**src/rtl/hrm_pkg.sv**
```systemverilog
// Shared definitions for the hrm register bank: source-select codes, error bit
// positions and the inbox-wait FSM encoding.
package hrm_pkg;

  localparam logic [1:0] MUX_INBOX   = 2'b00;
  localparam logic [1:0] MUX_MEM     = 2'b01;
  localparam logic [1:0] MUX_ALU     = 2'b11;
  localparam logic [1:0] MUX_ILLEGAL = 2'b10;

  localparam int ERR_W     = 3;
  localparam int ERR_MUX   = 0;
  localparam int ERR_BUSY  = 1;
  localparam int ERR_EMPTY = 2;

  typedef enum logic {
    ST_IDLE    = 1'b0,
    ST_WAIT_IN = 1'b1
  } state_t;

endpackage

```
**src/rtl/hrm_reg_cell.sv**
```systemverilog
// One working register: WIDTH-bit value plus a "holding something" flag.
// Loads in 1 cycle when ld is high; no backpressure.
module hrm_reg_cell #(
  parameter int WIDTH = 8
) (
  input  logic             clk,
  input  logic             rst,
  input  logic             ld,
  input  logic [WIDTH-1:0] d,
  output logic [WIDTH-1:0] q,
  output logic             vld
);

  always_ff @(posedge clk or posedge rst) begin
    if (rst) begin
      q   <= '0;
      vld <= 1'b0;
    end else if (ld) begin
      q   <= d;
      vld <= 1'b1;
    end
  end

endmodule

```
**src/rtl/hrm_reg_bank.sv**
```systemverilog
// Bank of NREGS signed registers loaded from inbox/mem/ALU; 1-cycle write latency.
// Inbox loads stall in WAIT_IN (oBusy) until iInboxValid; errors are sticky.
module hrm_reg_bank
  import hrm_pkg::*;
#(
  parameter int WIDTH = 8,
  parameter int NREGS = 1,
  parameter int SEL_W = (NREGS > 1) ? $clog2(NREGS) : 1
) (
  input  logic                    clk,
  input  logic                    rst,
  input  logic [WIDTH-1:0]        iInbox,
  input  logic                    iInboxValid,
  output logic                    oInboxAck,
  input  logic [WIDTH-1:0]        iMem,
  input  logic [WIDTH-1:0]        iAlu,
  input  logic [1:0]              muxR,
  input  logic                    wR,
  input  logic [SEL_W-1:0]        wSel,
  input  logic [SEL_W-1:0]        rSel,
  input  logic                    rdChk,
  input  logic                    iErrClr,
  output logic signed [WIDTH-1:0] R,
  output logic                    oValid,
  output logic                    oBusy,
  output logic [ERR_W-1:0]        oErr
);

  state_t             state_q, state_d;
  logic [SEL_W-1:0]   pend_q, pend_d;
  logic               we;
  logic [SEL_W-1:0]   we_sel;
  logic [WIDTH-1:0]   we_dat;
  logic [ERR_W-1:0]   err_set, err_q;
  logic [WIDTH-1:0]   rd_dat;
  logic               rd_vld;
  logic [WIDTH-1:0]   cell_q [NREGS];
  logic               cell_v [NREGS];
  logic               illegal;

  assign illegal = (muxR == MUX_ILLEGAL);

  always_comb begin
    state_d   = state_q;
    pend_d    = pend_q;
    we        = 1'b0;
    we_sel    = wSel;
    we_dat    = iInbox;
    oInboxAck = 1'b0;
    err_set   = '0;
    if (wR && illegal) err_set[ERR_MUX] = 1'b1;
    if (rdChk && !rd_vld) err_set[ERR_EMPTY] = 1'b1;
    case (state_q)
      ST_IDLE: begin
        if (wR && !illegal) begin
          case (muxR)
            MUX_MEM: begin
              we     = 1'b1;
              we_dat = iMem;
            end
            MUX_ALU: begin
              we     = 1'b1;
              we_dat = iAlu;
            end
            MUX_INBOX: begin
              if (iInboxValid) begin
                we        = 1'b1;
                oInboxAck = 1'b1;
              end else begin
                state_d = ST_WAIT_IN;
                pend_d  = wSel;
              end
            end
            default: ;
          endcase
        end
      end
      ST_WAIT_IN: begin
        // New write requests are dropped while a load is outstanding.
        if (wR) err_set[ERR_BUSY] = 1'b1;
        if (iInboxValid) begin
          we        = 1'b1;
          we_sel    = pend_q;
          oInboxAck = 1'b1;
          state_d   = ST_IDLE;
        end
      end
    endcase
  end

  always_ff @(posedge clk or posedge rst) begin
    if (rst) begin
      state_q <= ST_IDLE;
      pend_q  <= '0;
      err_q   <= '0;
    end else begin
      state_q <= state_d;
      pend_q  <= pend_d;
      // Set beats clear for any bit raised in the same cycle.
      err_q   <= (iErrClr ? '0 : err_q) | err_set;
    end
  end

  for (genvar g = 0; g < NREGS; g++) begin : g_cell
    hrm_reg_cell #(.WIDTH(WIDTH)) u_cell (
      .clk (clk),
      .rst (rst),
      .ld  (we && (we_sel == SEL_W'(g))),
      .d   (we_dat),
      .q   (cell_q[g]),
      .vld (cell_v[g])
    );
  end

  always_comb begin
    rd_dat = '0;
    rd_vld = 1'b0;
    for (int i = 0; i < NREGS; i++) begin
      if (rSel == SEL_W'(i)) begin
        rd_dat = cell_q[i];
        rd_vld = cell_v[i];
      end
    end
  end

  assign R      = rd_dat;
  assign oValid = rd_vld;
  assign oBusy  = (state_q == ST_WAIT_IN);
  assign oErr   = err_q;

`ifdef FORMAL
  always_comb begin
    assert (!$isunknown(R));
    assert (!oInboxAck || iInboxValid);
    assert (!(oBusy && we) || oInboxAck);
  end
`endif

endmodule

```
**config.mk**
```make
export PLATFORM = sky130hd
export DESIGN_NAME = hrm_reg_bank
export DESIGN_NICKNAME = d
export VERILOG_FILES = /design/src/rtl/hrm_pkg.sv /design/src/rtl/hrm_reg_cell.sv /design/src/rtl/hrm_reg_bank.sv
export SDC_FILE = /design/constraint.sdc
export NUM_CORES = 1
export LEC_CHECK = 0
export ABC_AREA = 1
export CAP_MARGIN = 20
export CORE_ASPECT_RATIO = 1.5
export CORE_MARGIN = 3
export CORE_UTILIZATION = 44
export CTS_BUF_LIST = sky130_fd_sc_hd__clkbuf_2 sky130_fd_sc_hd__clkbuf_4 sky130_fd_sc_hd__clkbuf_8
export CTS_CLUSTER_SIZE = 25
export DETAILED_ROUTE_END_ITERATION = 12
export GPL_ROUTABILITY_DRIVEN = 0
export PLACE_DENSITY_LB_ADDON = 0.08
export SETUP_SLACK_MARGIN = 0.2
export SLEW_MARGIN = 20
export SYNTH_ARGS = -nofsm -noshare
export SYNTH_HDL_FRONTEND = slang
export SYNTH_SLANG_ARGS = --single-unit
export TNS_END_PERCENT = 1
```
**constraint.sdc**
```tcl
create_clock -name clk -period 3.4 [get_ports clk]
set_input_delay 0.34 -clock clk [delete_from_list [all_inputs] [get_ports clk]]
set_output_delay 0.34 -clock clk [all_outputs]
set_load 0.1 [all_outputs]
```
==> metrics, run 1 <==
initial core utilization=46.5%; CP top delay family=buffers and inverters; Die W=44.0 um; grt ovf=0; status=complete, no violations; Commonest cells post-synth=nand2_1, nand3_1, inv_1; vias per cell=4.80; setup_tns=0 ps; Clock Tree Buf Depth=2; largest net degree at the start of global routing=21; DRT antenna net count=0; post-synthesis sequential area ratio=36.7%; ant diodes=0; core area=0.00205 mm2; Post-synth EDFFs=0; Final Hold Fails=0; worst skew pair latency=280 ps; Nets=223; crit path cell chain=clkdlybuf4s50_1, nor2_4, nor2_8, nand2_1, a21boi_1, buf_4; post-DP HPWL=1880 um; startpoint types=primary input; Synth top area share=36.7%; total power per unit cell area=456 mW/mm2; synthesized flop and latch total=14; critical path arrival=2130 ps; CTS Buf Count=3; Clock transition at path regs=80 ps; vias in the first global route=986; final setup vio count=0; gr usage total=17.2%; count of cell types in the netlist=18; Worst Clk Skew=2.77 ps; Hold WC Path Type=in2async; Hold WS=389 ps; register area=350 um2; worst vdd ir=0.171 mV; fin crit period=2470 ps; TritonCTS clock tree=done; Initial DRT Pass Iterations=4; Async SR Flop Fraction=100%; Row Count=20; initial antenna violation count=0; fin crit share=72.8%; RSZ-0062 raised after global routing=false; Yosys top cell by area=dfrtp_1; layout cells sized above 1=10.6%; slowest cell on the critical path=clkdlybuf4s50_1; Largest stage delay, worst path=880 ps; routed length per instance=10.5 um; CP Buf/Inv Count=2; Resized Gates After CTS=0; Slew @ Worst Pin=964 ps; worst r2r path cells=7; critical path required time=3060 ps; Clock Sinks=14; DRC viols=0; Post-Syn Area=953 um2; top cells by area, synth=dfrtp_1, nand2_1, nand3_1, inv_1, nor2_1; Synth warnings=0; htree depth=1; # Post-CTS Setup Buffers=0; Max Freq=404 MHz; Root Driver=clkbuf_4; first-pass GRT wire length=3780 um; Vias=1009; kind of critical path=in2out; Routed WL=2210 um; fillers=182; Synth Instances=142; most common cell in the netlist=nand2_1; area growth from synthesis to layout=48.7%; # port buffers=47; Main synth FF type=dfrtp_1; Util after Layout=69.1%; die area=0.00277 mm2; Setup crit end kind=output pin; DR iter-0 viols=20; Layout Cells excl Fill=210; placed inst area=0.00138 mm2; syn_nets=176; die height=63.0 um; Max Cap Violations=0; CP max FO=20; placed cells=206; leak pwr=0.742 nW; I/O Pins=48; Slew HR=35.5%; design area=0.00142 mm2; Slew Viols, Final=0; area of the multi-input gates=492 um2; syn_area_per_cell=6.71 um2; Hold-fix buffers, CTS=0; Levels on crit path=6
per-stage QoR:
step | total power, mW | setup WS [ps]
final | 0.646 | 926
after global routing | 0.679 | 843
after CTS | 0.653 | 924
after detailed placement | 0.534 | 925
after global placement | 0.527 | 999
after floorplan | 0.449 | 260
routing by layer:
| layer | routed length (um) | GRT usage [%] |
|---|---|---|
| met1 | 807 | 18.4 |
| met2 | 1190 | 31.4 |
| met3 | 172 | 2.02 |
| met4 | 37 | 7.92 |
| met5 | 0 | 0 |
placed cells by master, fill, tap and decap left out, drive strengths merged:
master / synthesis / final
nand2: 57 / 57
clkbuf: 1 / 4
o21ai: 5 / 5
clkinv: 1 / 1
buf: 4 / 10
nand3: 26 / 26
inv: 16 / 16
clkdlybuf4s50: 0 / 37
a21oi: 2 / 2
or2: 1 / 1
a21boi: 1 / 1
nor2: 14 / 14
dfrtp: 14 / 14
cells by family after synthesis:
| group | synth area share [%] |
|---|---|
| and+or+nand+nor | 47.1 |
| DFF | 36.7 |
| AOI/OAI and AO/OA | 4.46 |
| buffers and inverters | 11.7 |
where the power goes:
group / total [mW] / leakage, nW / switching, mW / internal (mW)
logic: 0.314 / 0.548 / 0.220 / 0.0944
clock network: 0.118 / 0.0210 / 0.0530 / 0.0652
registers: 0.214 / 0.173 / 0.0168 / 0.197
total: 0.646 / 0.742 / 0.289 / 0.357
sequential cells by signal, summed over array words and instances (netlist names):
register	cells
g_cell.u_cell.q	8
g_cell.u_cell.vld	1
oBusy	1
oErr	3
pend_q	1
final cells by class:
| class | count | share of cell area (%) |
|---|---|---|
| repair buffers | 47 | 31.4 |
| multi-input cells | 106 | 34.7 |
| inverters | 17 | 4.68 |
| clock buffers | 4 | 2.56 |
| well taps | 22 | 1.94 |
| flip-flops and latches | 14 | 24.7 |
final timing paths:
| kind | startpoint | to | slack (ps) |
|---|---|---|---|
| max in group asynchronous | rst | g_cell[0].u_cell.q[1]$_DFFE_PP0P_ | 2660 |
| min in group clk | g_cell[0].u_cell.vld$_DFFE_PP0P_ | g_cell[0].u_cell.vld$_DFFE_PP0P_ | 490 |
| setup / recovery | muxR[0] | oInboxAck | 930 |
| hold / removal | rst | oErr[0]$_DFF_PP0_ | 390 |
| hold reg to reg | g_cell[0].u_cell.vld$_DFFE_PP0P_ | g_cell[0].u_cell.vld$_DFFE_PP0P_ | 490 |
| setup reg to reg | oBusy$_DFF_PP0_ | g_cell[0].u_cell.q[2]$_DFFE_PP0P_ | 2120 |
(Power assumes the default switching activity.)
==> inputs of run 2 (changes only) <==
CORE_UTILIZATION = 41   (was 44)
clock period = 2.47 ns   (was 3.4 ns; I/O delays follow)
==> metrics, run 2 (same netlist as run 1, synthesis figures left out) <==
status=complete, no violations; total power per unit cell area=624 mW/mm2 (+37%); htree depth=1 (unchanged); Largest Register=g_cell.u_cell.q; core area=0.00213 mm2 (+3.7%); CP max FO=10 (-50%); die height=65.1 um (+3.3%); TritonCTS clock tree=done; RSZ-0062 raised after global routing=false; die area=0.00295 mm2 (+6.5%); CTS Buf Count=3 (unchanged); I/O Pins=48 (unchanged); Root Driver=clkbuf_4; setup_tns=0 ps (unchanged); number of flip-flops in the largest register=8 (unchanged); first-pass GRT wire length=3440 um (-8.9%); CP startpoint=muxR[1]; Routed WL=2160 um (-2.3%); Resized Gates After CTS=0 (unchanged); Vias=1009 (unchanged); DR iter-0 viols=13 (-35%); area growth from synthesis to layout=51.0%; gr usage total=15.3% (-1.9 points); Clock transition at path regs=80 ps (about the same); vias per cell=4.78 (-0.47%); # port buffers=47 (unchanged); Slew Viols, Final=0 (unchanged); critical path arrival=1800 ps (-330 ps); FF-to-FF setup slack=1150 ps (-970 ps); worst r2r path cells=5 (-2); Slew HR=65.1% (+30 points); critical path required time=2220 ps (-840 ps); fin crit period=2050 ps; DRT antenna net count=0 (unchanged); worst skew pair latency=280 ps (about the same); commonest non-fill, non-tap cell in the layout=nand2_1; startpoint types=primary input; Clock Tree Buf Depth=2 (unchanged); Hold-fix buffers, CTS=0 (unchanged); vias in the first global route=931 (-5.6%); worst vdd ir=0.243 mV (+43%); Initial DRT Pass Iterations=4 (unchanged); grt ovf=0 (unchanged); layout cells sized above 1=14.3% (+3.6 points); ant diodes=0 (unchanged); post-DP HPWL=1830 um (-2.4%); Nets=224 (+0.45%); Slew @ Worst Pin=523 ps (-442 ps); Hold WC Path Type=in2async; Row Count=20 (unchanged); Die W=45.4 um (+3.1%); fin crit share=83.1%; initial core utilization=44.8% (-1.6 points); Final Hold Fails=0 (unchanged); Max Freq=487 MHz; most frequent cells in the layout=nand2_1, clkdlybuf4s50_1, nand3_1; final setup vio count=0 (unchanged); leak pwr=0.759 nW (+2.3%); Max Cap Violations=0 (unchanged); Power Total=0.898 mW (+39%); routed length per instance=10.2 um (-2.7%); DRC viols=0 (unchanged); Worst Clk Skew=1.18 ps (-1.59 ps); R2R Path End=oBusy$_DFF_PP0_; kind of critical path=in2out; largest net degree at the start of global routing=20 (-4.8%); # Post-CTS Setup Buffers=0 (unchanged); Worst R2R Start=oBusy$_DFF_PP0_; Setup crit end kind=output pin; Clock Sinks=14 (unchanged); initial antenna violation count=0 (unchanged)
==> run 2: worst max path at each step <==
stage / end / depth (start not counted)
after floorplan: oInboxAck / 5
after global placement: oInboxAck / 7
after detailed placement: oInboxAck / 7
after CTS: oInboxAck / 7
after global routing: oInboxAck / 7
final: oInboxAck / 7
==> run 2: metrics by stage <==
step	util (%)	instances	setup slack [ps]	instance area, um2	hold slack [ps]
floorplan	-	142	366	966	136
global placement	66.0	207	468	1400	462
detailed placement	66.0	207	410	1400	479
CTS	67.7	211	407	1440	307
global route	67.7	211	329	1440	349
finish	67.7	211	418	1440	296
==> run 2: report_power, final <==
| part | internal, mW | switching [mW] | leakage (nW) |
|---|---|---|---|
| sequential | 0.272 | 0.0236 | 0.172 |
| combinational | 0.133 | 0.303 | 0.566 |
| clock | 0.0899 | 0.0765 | 0.0210 |
==> run 2: per-layer routing <==
metal | part of all wire, % | GRT usage [%] | wire, um
met1 | 41 | 16.2 | 876
met3 | 7.2 | 1.11 | 155
met2 | 50 | 27.8 | 1080
met4 | 2.3 | 8.79 | 49
met5 | 0 | 0 | 0
==> run 2: worst max-delay path, cell delays in order <==
cell,delay (ps)
clkdlybuf4s50_1,580
inv_4,190
nor2_4,60
nor2_8,150
nand2_1,160
a21boi_4,210
buf_12,190
==> run 2: final cells by class <==
| class | count | area, um2 |
|---|---|---|
| clock buffer | 4 | 36.3 |
| fill | 219 | 687 |
| inverter | 17 | 66.3 |
| multi-input combinational | 106 | 503 |
| sequential | 14 | 352 |
| tap | 22 | 27.5 |
| timing repair buffer | 48 | 455 |
